==> src/rtl/paddle_ctrl_pkg.sv <==
// Shared definitions for the player-input stage: state encodings, screen
// limits for the paddle, bus widths and the clamped paddle-step helper.
package paddle_ctrl_pkg;

    localparam int X_W    = 12;
    localparam int SEED_W = 21;

    typedef logic [X_W-1:0]    xpos_t;
    typedef logic [SEED_W-1:0] seed_t;
    typedef logic [1:0]        state_t;

    localparam state_t ST_IDLE  = 2'd0;
    localparam state_t ST_PLAY  = 2'd1;
    localparam state_t ST_PAUSE = 2'd2;
    localparam state_t ST_OVER  = 2'd3;

    localparam xpos_t X_MIN  = 12'd0;
    localparam xpos_t X_MAX  = 12'd540;
    localparam xpos_t X_INIT = 12'd300;

    // One paddle step, done one bit wider than X so the left move cannot wrap.
    // Both or neither direction leaves the position alone.
    function automatic xpos_t step_x(input xpos_t x, input logic left,
                                     input logic right, input logic [X_W:0] px);
        logic [X_W:0] wide;
        logic [X_W:0] lo;
        logic [X_W:0] hi;
        wide   = {1'b0, x};
        lo     = {1'b0, X_MIN} + px;
        hi     = wide + px;
        step_x = x;
        if (left && !right) begin
            if (wide < lo) begin
                step_x = X_MIN;
            end else begin
                step_x = x - px[X_W-1:0];
            end
        end else if (right && !left) begin
            if (hi > {1'b0, X_MAX}) begin
                step_x = X_MAX;
            end else begin
                step_x = hi[X_W-1:0];
            end
        end
    endfunction

endpackage

==> src/rtl/paddle_ctrl_if.sv <==
// Bus between the player-input stage and its surroundings: raw buttons and
// the engine's round-over flag in, paddle/game-control signals out.
interface paddle_ctrl_if;
    import paddle_ctrl_pkg::*;

    logic   btn_left;
    logic   btn_right;
    logic   btn_start;
    logic   btn_pause;
    logic   end_show;
    xpos_t  p_x;
    logic   ena;
    seed_t  seed;
    logic   restart;
    state_t state_o;

    modport slave (
        input  btn_left, btn_right, btn_start, btn_pause, end_show,
        output p_x, ena, seed, restart, state_o
    );

    modport master (
        output btn_left, btn_right, btn_start, btn_pause, end_show,
        input  p_x, ena, seed, restart, state_o
    );

endinterface

==> src/rtl/paddle_ctrl_btn_debounce.sv <==
// Push-button conditioner: 2-flop synchroniser, then a stability counter.
// The level only flips after DEB_CYCLES consecutive synchronised samples that
// disagree with it; rise is a one-clock pulse on a 0->1 flip.
module paddle_ctrl_btn_debounce #(
    parameter int DEB_CYCLES = 1_000_000
) (
    input  logic clk,
    input  logic rst,
    input  logic din,
    output logic level,
    output logic rise
);

    localparam int CNT_W = (DEB_CYCLES > 1) ? $clog2(DEB_CYCLES) : 1;
    localparam logic [CNT_W-1:0] LAST = CNT_W'(DEB_CYCLES - 1);

    logic             sync_a;
    logic             sync_b;
    logic [CNT_W-1:0] cnt;

    // Synchronise the raw pin, count disagreeing samples, flip when stable long enough.
    always_ff @(posedge clk or negedge rst) begin
        if (!rst) begin
            sync_a <= 1'b0;
            sync_b <= 1'b0;
            cnt    <= '0;
            level  <= 1'b0;
            rise   <= 1'b0;
        end else begin
            sync_a <= din;
            sync_b <= sync_a;
            rise   <= 1'b0;
            if (sync_b == level) begin
                cnt <= '0;
            end else if (cnt == LAST) begin
                cnt   <= '0;
                level <= sync_b;
                rise  <= sync_b;
            end else begin
                cnt <= cnt + CNT_W'(1);
            end
        end
    end

endmodule

==> src/rtl/paddle_ctrl.sv <==
// Player-input stage: debounces the four buttons, runs the IDLE/PLAY/PAUSE/OVER
// game-mode FSM, moves the paddle while a direction is held in PLAY, latches the
// random seed on the start press and pulses restart when a finished round is left.
module paddle_ctrl
    import paddle_ctrl_pkg::*;
#(
    parameter int DEB_CYCLES  = 1_000_000,
    parameter int STEP_CYCLES = 250_000,
    parameter int STEP_PX     = 4
) (
    input  logic            clk,
    input  logic            rst,
    paddle_ctrl_if.slave    bus
);

    localparam int T_W = (STEP_CYCLES > 1) ? $clog2(STEP_CYCLES) : 1;
    localparam logic [T_W-1:0] T_LAST = T_W'(STEP_CYCLES - 1);
    localparam logic [X_W:0]   PX     = (X_W + 1)'(STEP_PX);

    logic   left_lvl, right_lvl, start_lvl, pause_lvl;
    logic   left_rise, right_rise, start_rise, pause_rise;
    logic   es_a, es_b, es_d;
    logic   eos;
    logic   held;
    state_t state;
    state_t next_state;
    seed_t  seed_cnt;
    seed_t  seed;
    xpos_t  p_x;
    logic   ena;
    logic   restart;
    logic   [T_W-1:0] timer;
    logic   unused_ok;

    paddle_ctrl_btn_debounce #(.DEB_CYCLES(DEB_CYCLES)) u_left (
        .clk(clk), .rst(rst), .din(bus.btn_left), .level(left_lvl), .rise(left_rise)
    );
    paddle_ctrl_btn_debounce #(.DEB_CYCLES(DEB_CYCLES)) u_right (
        .clk(clk), .rst(rst), .din(bus.btn_right), .level(right_lvl), .rise(right_rise)
    );
    paddle_ctrl_btn_debounce #(.DEB_CYCLES(DEB_CYCLES)) u_start (
        .clk(clk), .rst(rst), .din(bus.btn_start), .level(start_lvl), .rise(start_rise)
    );
    paddle_ctrl_btn_debounce #(.DEB_CYCLES(DEB_CYCLES)) u_pause (
        .clk(clk), .rst(rst), .din(bus.btn_pause), .level(pause_lvl), .rise(pause_rise)
    );

    assign unused_ok = &{1'b0, left_rise, right_rise, start_lvl, pause_lvl};
    assign held      = left_lvl | right_lvl;

    // end_show comes from a divided clock: synchronise it and keep one delayed copy for the edge.
    always_ff @(posedge clk or negedge rst) begin
        if (!rst) begin
            es_a <= 1'b0;
            es_b <= 1'b0;
            es_d <= 1'b0;
        end else begin
            es_a <= bus.end_show;
            es_b <= es_a;
            es_d <= es_b;
        end
    end

    assign eos = es_b & ~es_d;

    // Free-running seed source, wraps naturally at 21 bits.
    always_ff @(posedge clk or negedge rst) begin
        if (!rst) begin
            seed_cnt <= '0;
        end else begin
            seed_cnt <= seed_cnt + 21'd1;
        end
    end

    // Game-mode transitions; pause beats a same-cycle end-of-round in PLAY.
    always_comb begin
        next_state = state;
        case (state)
            ST_IDLE:  if (start_rise) next_state = ST_PLAY;
            ST_PLAY:  begin
                if (pause_rise) begin
                    next_state = ST_PAUSE;
                end else if (eos) begin
                    next_state = ST_OVER;
                end
            end
            ST_PAUSE: if (pause_rise) next_state = ST_PLAY;
            default:  if (start_rise) next_state = ST_IDLE;
        endcase
    end

    // State register plus the outputs that follow it: ena, restart pulse and seed capture.
    always_ff @(posedge clk or negedge rst) begin
        if (!rst) begin
            state   <= ST_IDLE;
            ena     <= 1'b0;
            restart <= 1'b0;
            seed    <= 21'd1;
        end else begin
            state   <= next_state;
            ena     <= (next_state == ST_PLAY);
            restart <= (state == ST_OVER) && (next_state == ST_IDLE);
            if ((state == ST_IDLE) && (next_state == ST_PLAY)) begin
                seed <= (seed_cnt == '0) ? 21'd1 : seed_cnt;
            end
        end
    end

    // Paddle movement: step on the timer's terminal count while held in a steady PLAY.
    always_ff @(posedge clk or negedge rst) begin
        if (!rst) begin
            timer <= '0;
            p_x   <= X_INIT;
        end else if ((state == ST_OVER) && (next_state == ST_IDLE)) begin
            timer <= '0;
            p_x   <= X_INIT;
        end else if ((state == ST_PLAY) && (next_state == ST_PLAY) && held) begin
            if (timer == T_LAST) begin
                timer <= '0;
                p_x   <= step_x(p_x, left_lvl, right_lvl, PX);
            end else begin
                timer <= timer + T_W'(1);
            end
        end else begin
            timer <= '0;
        end
    end

    assign bus.p_x     = p_x;
    assign bus.ena     = ena;
    assign bus.seed    = seed;
    assign bus.restart = restart;
    assign bus.state_o = state;

endmodule

==> src/flat_wrapper.sv <==
// flat-port wrapper written by rule: the top's interface ports become plain ports
module paddle_ctrl_flat import paddle_ctrl_pkg::*;
#(
    parameter int DEB_CYCLES  = 1_000_000,
    parameter int STEP_CYCLES = 250_000,
    parameter int STEP_PX     = 4
)
  (clk, rst, bus_btn_left, bus_btn_right, bus_btn_start, bus_btn_pause, bus_end_show, bus_p_x, bus_ena, bus_seed, bus_restart, bus_state_o);
  paddle_ctrl_if bus_i ();
  input  logic clk;
  input  logic rst;
  input wire logic [$bits(bus_i.btn_left)-1:0] bus_btn_left;
  input wire logic [$bits(bus_i.btn_right)-1:0] bus_btn_right;
  input wire logic [$bits(bus_i.btn_start)-1:0] bus_btn_start;
  input wire logic [$bits(bus_i.btn_pause)-1:0] bus_btn_pause;
  input wire logic [$bits(bus_i.end_show)-1:0] bus_end_show;
  output wire logic [$bits(bus_i.p_x)-1:0] bus_p_x;
  output wire logic [$bits(bus_i.ena)-1:0] bus_ena;
  output wire logic [$bits(bus_i.seed)-1:0] bus_seed;
  output wire logic [$bits(bus_i.restart)-1:0] bus_restart;
  output wire logic [$bits(bus_i.state_o)-1:0] bus_state_o;
  assign bus_i.btn_left = bus_btn_left;
  assign bus_i.btn_right = bus_btn_right;
  assign bus_i.btn_start = bus_btn_start;
  assign bus_i.btn_pause = bus_btn_pause;
  assign bus_i.end_show = bus_end_show;
  assign bus_p_x = bus_i.p_x;
  assign bus_ena = bus_i.ena;
  assign bus_seed = bus_i.seed;
  assign bus_restart = bus_i.restart;
  assign bus_state_o = bus_i.state_o;
  paddle_ctrl #(.DEB_CYCLES(DEB_CYCLES), .STEP_CYCLES(STEP_CYCLES), .STEP_PX(STEP_PX)) u_core (.clk(clk), .rst(rst), .bus(bus_i));
endmodule
==> config.mk <==
export PLATFORM = sky130hd
export DESIGN_NAME = paddle_ctrl_flat
export DESIGN_NICKNAME = d
export VERILOG_FILES = /design/src/rtl/paddle_ctrl_pkg.sv /design/src/rtl/paddle_ctrl_if.sv /design/src/rtl/paddle_ctrl_btn_debounce.sv /design/src/rtl/paddle_ctrl.sv /design/src/flat_wrapper.sv
export SDC_FILE = /design/constraint.sdc
export NUM_CORES = 1
export LEC_CHECK = 0
export CAP_MARGIN = 30
export CORE_UTILIZATION = 54
export DETAILED_ROUTE_END_ITERATION = 6
export PLACE_DENSITY = 0.76
export SYNTH_ARGS = -nofsm -noshare
export SYNTH_HDL_FRONTEND = slang
export SYNTH_SLANG_ARGS = --single-unit
==> constraint.sdc <==
create_clock -name clk -period 2.2 [get_ports clk]
set_input_delay 0.44 -clock clk [delete_from_list [all_inputs] [get_ports clk]]
set_output_delay 0.44 -clock clk [all_outputs]
set_load 0.1 [all_outputs]
Word level (Yosys, flattened, before mapping)
Index checks and enable logic that the tools add are counted.
Operators by class
  equality and inequality tests: 13
  $lt $le $gt $ge: 2
  add/subtract/negate cells: 8
  muxes and demuxes: 29
  bitwise operators: 7
  reductions and logical operators: 19
Operators with widths (number)
  $mux W20: 8
  $mux W12: 7
  $add A20 B1 Y20 const B: 4
  $eq A20 B20 Y1 const B: 4
  $mux W18: 3
  $add A21 B1 Y21 const B: 1
  $logic_not A21 Y1: 1
  $mux W21: 1
  $add A18 B1 Y18 const B: 1
  $eq A18 B18 Y1 const B: 1
  $add A12 B3 Y13 const B: 1
  $gt A13 B10 Y1 const B: 1
  $lt A12 B3 Y1 const B: 1
  $sub A12 B3 Y12 const B: 1
  $mux W2: 5
  $reduce_and A2 Y1: 4
  $logic_and A1 B1 Y1: 6
  $pmux W2 S3: 1
  $not A1 Y1: 5
  $eq A1 B1 Y1: 4
  $eq A2 B1 Y1 const B: 2
  $eq A2 B2 Y1 const B: 2
  $logic_not A2 Y1: 2
  $mux W1: 4
  other kinds (6): 8
Word-level totals
  input bits: 7
  word-level logic and storage cells: 106
  flip-flop bits (word level): 173
  output and inout port bits: 37

Longest topological paths before layout
Gate-level depths: netlist of the first run.
  word-level depth: 10
  mapped depth: 9
  gate-level depth less buffers: 8

By module
A second synthesis of the first run with hierarchy kept.
Second synthesis, totals
  cells, all modules: 838
  area total of the unflattened synthesis: 8405.6 um^2
By module, submodules not included
  paddle_ctrl_btn_debounce: times used 4, sequential area each 600.6 um^2, cells an instance 116, area an instance 1136.1 um^2
  paddle_ctrl: times used 1, sequential area each 1933.1 um^2, cells an instance 374, area an instance 3861.2 um^2

Least setup slack after synthesis of the first run
Ideal clock, no wire load.
  kind: register to register
  from: register u_core.p_x[6] (netlist: u_core.bus.p_x[6])
  to: register u_core.p_x[5] (netlist: u_core.bus.p_x[5])
  buffers on the path: 1
  cell stages (with the launch flop): 8
  period minus slack after synthesis: 2.509 ns
  data arrival time: 2.449 ns
  slack: -0.309 ns
  data required time: 2.140 ns
  cells stage by stage: dfrtp_1 buf_6 nand3_1 or4_1 nand3_1 a41oi_2 o21bai_2 o221a_2
Between the ends
  longest elaborated chain between the ends: 8
  elaborated cells on any way between the ends: 10
  classes of those cells: add/sub: 1; order compare: 2; mux: 7
RTL lines
  start, declared: line paddle_ctrl.sv:29  | xpos_t p_x;
  start signal, assigned: line paddle_ctrl.sv:120  | p_x <= step_x(p_x, left_lvl, right_lvl, PX);
  $add A12 B3 Y13: line paddle_ctrl_pkg.sv:30  | hi = wide + px;
  $gt A13 B10 Y1: line paddle_ctrl_pkg.sv:39  | if (hi > {1'b0, X_MAX}) begin
  $mux W12: line paddle_ctrl_pkg.sv:39
  $mux W12: line paddle_ctrl_pkg.sv:38  | end else if (right && !left) begin
  $mux W12 (*): line paddle_ctrl_pkg.sv:32  | if (left && !right) begin
  $mux W12 (*): line paddle_ctrl.sv:118  | if (timer == T_LAST) begin
  $mux W12 (*): line paddle_ctrl.sv:117  | end else if ((state == ST_PLAY) && (next_state == ST_PLAY) && held) begin
  $mux W12 (*): line paddle_ctrl.sv:114  | end else if ((state == ST_OVER) && (next_state == ST_IDLE)) begin
Mark *: on every way between the ends. The rest lies on a longest branch, timed or not. The select of a mux whose other input is x is not followed.
A chain may end at the register's enable or synchronous reset.

Worst setup path after layout of the first run
  from: register u_core.p_x[2] (netlist: u_core.bus.p_x[2])
  to: register u_core.p_x[5] (netlist: u_core.bus.p_x[5])
The elaborated chain is that of the path after synthesis.

==> results of run 1 <==
## final cells by class
class,count,area [um^2]
multi-input cells,587,3850
flip-flops and latches,171,4310
repair buffers,78,682
clock buffers,18,439
fillers,1128,4940
well taps,184,230
clock inverters,13,223
inverters,19,76.3
## routing by layer
metal	vias to the layer above	GRT usage, %	share of wire, %
li1	2899	-	-
met1	2997	29.0	44
met2	88	37.4	51
met3	18	5.35	3.6
met4	0	7.94	1.6
met5	-	0	0
## through the flow
stage / TNS (ns) / total power [uW]
after global routing: -0.0516 / 6920
final: 0 / 6710
after detailed placement: -0.0726 / 3420
after floorplan: -0.125 / 3320
after global placement: 0 / 3410
after CTS: 0 / 6750
## logic make-up after synthesis
logic type	share of synthesized area, %
AND/OR/NAND/NOR	23.5
XOR/XNOR	12.2
other	0.0453
adder cells (fa/ha/maj)	1.81
flip-flops	51.7
multiplexers	3.10
buffers and inverters	2.64
AO/OA/AOI/OAI	5.00
## worst register-to-register path, cell delays in order (launching register included)
cell and delay (ns):
dfstp_4 0.50, inv_4 0.08, ha_4 0.14, or4b_4 0.49, nand3b_4 0.21, buf_4 0.17, a21o_2 0.20, o21bai_1 0.16
o221a_2 0.13
## Yosys cell counts, types with 3 or more instances
cell type	n
buf_6	3
o21ai_0	12
mux2_2	21
nand2b_1	4
xor2_1	66
nor2_1	137
xnor2_1	49
nor4b_1	6
a21oi_1	9
a31oi_1	5
dfstp_2	5
a31o_2	3
o31ai_1	4
clkbuf_1	12
a21o_1	3
nand4_1	24
and2_1	8
or2_2	6
nand3_1	59
nor3_1	15
ha_1	12
and4_1	6
dfrtp_1	166
inv_1	19
and3_1	21
nand2_1	46
nor4_1	10
nor2b_1	6
buf_2	9
## timing repair
item | 4_1_cts | 5_1_grt
setup endpoints to repair | 5 | 27
pin swaps | 1 | 3
hold buffers | 1 | 0
setup buffers | 0 | 10
gates resized for setup | 1 | 8
endpoints found under the hold margin | 27 | 0
## flip-flops by register name, summed over array words and instances, names as in the netlist, 2 cells and up
register and count:
u_core.bus.seed 21, u_core.bus.state_o 2, u_core.u_left.cnt 20, u_core.u_pause.cnt 20, u_core.u_right.cnt 20, u_core.timer 18
u_core.seed_cnt 21, u_core.u_start.cnt 20, u_core.bus.p_x 10
## placed cells by master, fill, tap and decap left out, types with 5 or more instances in the layout
master / n
or2_2: 6
nand3_1: 58
bufinv_16: 6
nand4_1: 24
nor2_1: 135
buf_4: 63
o21ai_0: 9
nor2b_1: 6
and2_1: 8
nor3_1: 14
nand2_1: 46
nor4_1: 10
xnor2_1: 49
ha_1: 10
buf_12: 6
a31oi_1: 5
inv_1: 17
nor4b_1: 5
dfrtp_2: 7
clkdlybuf4s50_1: 5
and3_1: 21
mux2_2: 21
dfrtp_1: 159
a21oi_1: 9
clkbuf_16: 17
and4_1: 6
xor2_1: 65
## power by group through the flow
stage          combinational, uW  sequential [uW]  clock [uW]
6_report                     164             3200        3340
5_1_grt                      192             3200        3530
3_5_place_dp                 166             3250           0
2_1_floorplan               73.7             3250           0
3_3_place_gp                 159             3250           0
4_1_cts                      170             3200        3380
## path summary, 6_finish.rpt
kind / start / endpoint
min in group asynchronous: rst / u_core.u_right.cnt[13]
worst min register to register: u_core.u_start.sync_a / u_core.u_start.sync_b
max in group asynchronous: rst / u_core.bus.p_x[2]
worst min-delay path: u_core.u_start.sync_a / u_core.u_start.sync_b
worst max-delay path: u_core.bus.p_x[2] / u_core.bus.p_x[5]
worst max register to register: u_core.bus.p_x[2] / u_core.bus.p_x[5]
==> results.toml, run 1 <==
[outcome]
status = "finished clean"

[power_and_ir_drop]
combPwrFrac_pct = 2.5
power_density_mw_per_mm2 = 684
power_frac_clock_pct = 49.9
p_switching_uw = 1350
ir_worst_vdd_uv = 462
intPower_uw = 5360
power_switching_share_pct = 20.1
seq_power_share_pct = 47.7
p_leak_uw = 0.00444

[floorplan]
start_util_pct = 56.1
die_h_um = 126
fp.dieW_um = 126
io_pins = 44
die_area_mm2 = 0.0158
num_rows = 44
coreArea_mm2 = 0.0148

[place]
gp_congestion = 0.882
portBuffers = 41
place_area_mm2 = 0.00903
pre_cts_ws_ns = -0.0447
dp_hpwl_um = 11200
dp_cells = 1028

[sta]
setup_viol_count_final = 0
fin_crit_sh_pct = 97.5
rsz0062_at_grt = "true"
final-max-slew-violation-count = 0
fmax_mhz = 466
finalHoldViolCount = 0
fin_skew_ns = 0.00774
worst_slew_pin_slew_ns = 0.598
max_slew_margin_pct = 59.8
whs_ns = 0.346
final.setup.worst_slack_ns = 0.0549
min_period_ns = 2.15

[cells_and_area]
layout-drive-gt1-share_pct = 19.2
post-route-util_pct = 66.5
stdcell_area_mm2 = 0.00981
nets = 893
syn_to_final_growth_pct = 18.4
antennaDiodeCount = 0
layout.cells.non_filler = 1070

[critical_path]
slowest_stage = "dfstp_4"
reg2regPathDepth = 8
rrSetupSlack_ns = 0.05
cpPeakStageDelay_ns = 0.50
critical_path_buf_inv_count = 2
path_class = "reg -> reg"
cp_max_fo = 6
path_cells = "inv_4 -> ha_4 -> or4b_4 -> nand3b_4 -> buf_4 -> a21o_2 -> o21bai_1 -> o221a_2"
end_kind = "register"
cp.required_ns = 2.56
cp.arrival_ns = 2.51
path_depth = 8
crit_family = "simple AND/OR/NAND/NOR gates"
critPathLaunchType = "register"

[global_route]
grt_overflow = 0
grt_pass1_vias = 6094
grt_pass1_wl_um = 28600
grt_usage_pct = 22.5
grt_max_degree = 64
antenna_found_initial = 0

[synth]
yosysWarnings = 0
ys_types = 75
yosys-top-cells-area = "dfrtp_1 (50%), xor2_1 (7.0%), nor2_1 (6.2%), xnor2_1 (5.2%), nand3_1 (3.6%)"
synth_edf_count = 0
netlist_instances = 804
synth-main-ff-cell = "dfrtp_1"
synth_top_area_cell = "dfrtp_1"
synth_area_mm2 = 0.00828
avgSynthCellArea_um2 = 10.3
synth_seq_cells = 171
synth-async-reset-ratio_pct = 100
synth_top_area_share_pct = 50.1
ys_seq_area_share_pct = 51.7

[cts]
numClockSinks = 171
clk_pin_slew_ns = 0.06
cts_tree = "built"
cts_max_level = 4
clockRootBuffer = "clkbuf_16"
numCtsBuffers = 17
cts_max_path_buffers = 2
clk_latency_ns = 0.43

[routing]
ant_nets = 0
vias = 6002
dr.pass1.iters = 4
routed_wl_um = 16600
drtIter0Drc = 277
viasPerCell = 5.61
drc = 0
routedWlPerCell_um = 15.5

[min_path]
hold-path-cell-count = 0
hold_class = "reg -> reg"

[job]
maxCapViolCount = 0
(Power assumes the default switching activity.)
==> inputs of run 2 (changes only) <==
--- a/config.mk
+++ b/config.mk
@@ -7,6 +7,7 @@
 export LEC_CHECK = 0
 export CAP_MARGIN = 30
 export CORE_UTILIZATION = 54
+export CTS_CLUSTER_SIZE = 30
 export DETAILED_ROUTE_END_ITERATION = 6
 export PLACE_DENSITY = 0.76
 export SYNTH_ARGS = -nofsm -noshare
==> results of run 2 <==
Same layout as run 1: the final DEF is identical, and so are final timing and power.
==> inputs of run 3 (changes only) <==
--- a/config.mk
+++ b/config.mk
@@ -6,10 +6,11 @@
 export NUM_CORES = 1
 export LEC_CHECK = 0
 export CAP_MARGIN = 30
-export CORE_UTILIZATION = 54
+export CORE_UTILIZATION = 65
 export CTS_CLUSTER_SIZE = 30
 export DETAILED_ROUTE_END_ITERATION = 6
-export PLACE_DENSITY = 0.76
+export PLACE_DENSITY = 0.85
+export SLEW_MARGIN = 20
 export SYNTH_ARGS = -nofsm -noshare
 export SYNTH_HDL_FRONTEND = slang
 export SYNTH_SLANG_ARGS = --single-unit
==> constraint.sdc (replaced) <==
create_clock -name clk -period 2.7 [get_ports clk]
set_input_delay 0.54 -clock clk [delete_from_list [all_inputs] [get_ports clk]]
set_output_delay 0.54 -clock clk [all_outputs]
set_load 0.1 [all_outputs]
==> run 3 against run 2 <==
- clock skew rose by 0.0041 ns
- worst setup slack improved by 0.29 ns
- routed wire length rose by 3.8%
- clock power fell by 22%
- die area fell by 17%
- largest cell class unchanged
- flip-flop and latch count did not move
- global-route usage rose by 6.6 points
- total power fell by 20%
- maximum frequency fell by 9.0%
==> results.toml, run 3 (synthesis gave the netlist of run 1 again) <==
[routing]
drc = 0
ant_nets = 0
viasPerCell = 5.88
drtIter0Drc = 551
dr.pass1.iters = 5
routed_wl_um = 17200
vias = 6041
routedWlPerCell_um = 16.7

[cts]
cts_tree = "built"
cts_max_level = 4
cts_setup_buffers = 0
clk_latency_ns = 0.43
ctsResizeCount = 0
cts_hold_buf = 0
cts_max_path_buffers = 2
numCtsBuffers = 17
clockRootBuffer = "clkbuf_16"
numClockSinks = 171
clk_pin_slew_ns = 0.06

[outcome]
status = "finished clean"

[floorplan]
start_util_pct = 67.8
die_h_um = 115
die_area_mm2 = 0.0132
num_rows = 40
coreArea_mm2 = 0.0122
fp.dieW_um = 115
io_pins = 44

[critical_path]
cp_max_fo = 13
end_kind = "register"
cp.required_ns = 3.07
cp.arrival_ns = 2.73
critPathLaunchType = "register"
path_class = "reg -> reg"

[cells_and_area]
syn_to_final_growth_pct = 13.5
largest_registers = "u_core.bus.seed x21, u_core.seed_cnt x21"
layout-drive-gt1-share_pct = 14.9
final_cell_mix = "dfrtp_1 (166), nor2_1 (136), xor2_1 (66), nand3_1 (59), xnor2_1 (49)"
multi_input_area_mm2 = 0.00379
antennaDiodeCount = 0
nets = 865
final_common_cell = "dfrtp_1"
nFillCells = 782
register_area_mm2 = 0.00429

[global_route]
grt_max_degree = 73
grt_overflow = 0
grt_usage_pct = 29.1
grt_pass1_wl_um = 29600
grt_pass1_vias = 6116
antenna_found_initial = 0

[power_and_ir_drop]
p_leak_uw = 0.00427
totalPowerFinal_uw = 5330
power_density_mw_per_mm2 = 568
ir_worst_vdd_uv = 532

[sta]
setup_tns_ns = 0
fin_crit_sh_pct = 87.3
worst_slew_pin_slew_ns = 0.704
setup_viol_count_final = 0
max_slew_margin_pct = 53.0
fmax_mhz = 424
final-max-slew-violation-count = 0
fin_skew_ns = 0.0118
min_period_ns = 2.36
rsz0062_at_grt = "false"
finalHoldViolCount = 0

[place]
gp_congestion = 0.891
portBuffers = 41
dp_hpwl_um = 11100

[min_path]
hold_class = "in -> async"

[job]
maxCapViolCount = 0
## run 3: routing by layer
metal  global-route usage [%]  part of all wire [%]  vias up
li1                         -                     -     2853
met1                     37.8                    43     3026
met2                     48.7                    51      127
met3                     6.17                   3.6       35
met4                     10.7                   2.0        0
met5                        0                     0        -
## run 3: final timing paths
check	from	end	slack, ns	cells past startpoint
min reg2reg	u_core.u_start.sync_a	u_core.u_start.sync_b	0.35	0
max	u_core.bus.p_x[3]	u_core.bus.p_x[5]	0.34	6
max reg2reg	u_core.bus.p_x[3]	u_core.bus.p_x[5]	0.34	6
min	rst	u_core.u_right.cnt[17]	0.11	1
min in group clk	u_core.u_start.sync_a	u_core.u_start.sync_b	0.35	0
max in group asynchronous	rst	u_core.bus.seed[0]	1.84	2
## run 3: power by group
group          switching (uW)  internal, uW
clock network            1100          1500
logic                    98.6          34.6
registers                21.2          2580
## run 3: through the flow
step                hold WS (ns)  utilization [%]  std cells  setup WS (ns)  area (um^2)
global route               0.174             77.0       1027          0.154         9400
floorplan                  0.244                -        805          0.191         8290
global placement           0.337             71.8        995          0.436         8770
finish                     0.109             77.0       1027          0.342         9400
detailed placement         0.339             71.8        995          0.374         8770
CTS                        0.142             77.0       1027          0.352         9400
## run 3: area by class of cell
| cell class | instances | share of cell area, % |
|---|---|---|
| Sequential cell | 171 | 45.6 |
| Multi-Input combinational cell | 587 | 40.3 |
| Timing Repair Buffer | 50 | 4.43 |
| Tap cell | 168 | 2.24 |
| Clock buffer | 18 | 4.57 |
| Clock inverter | 14 | 2.13 |
| Inverter | 19 | 0.759 |
## run 3: critical path, stage by stage, from the launching register on
cell and delay, ns:
dfstp_2 0.67, ha_1 0.41, nand3_1 0.12, o32ai_1 0.28, o21ai_0 0.28, o21bai_2 0.33
o221a_2 0.23
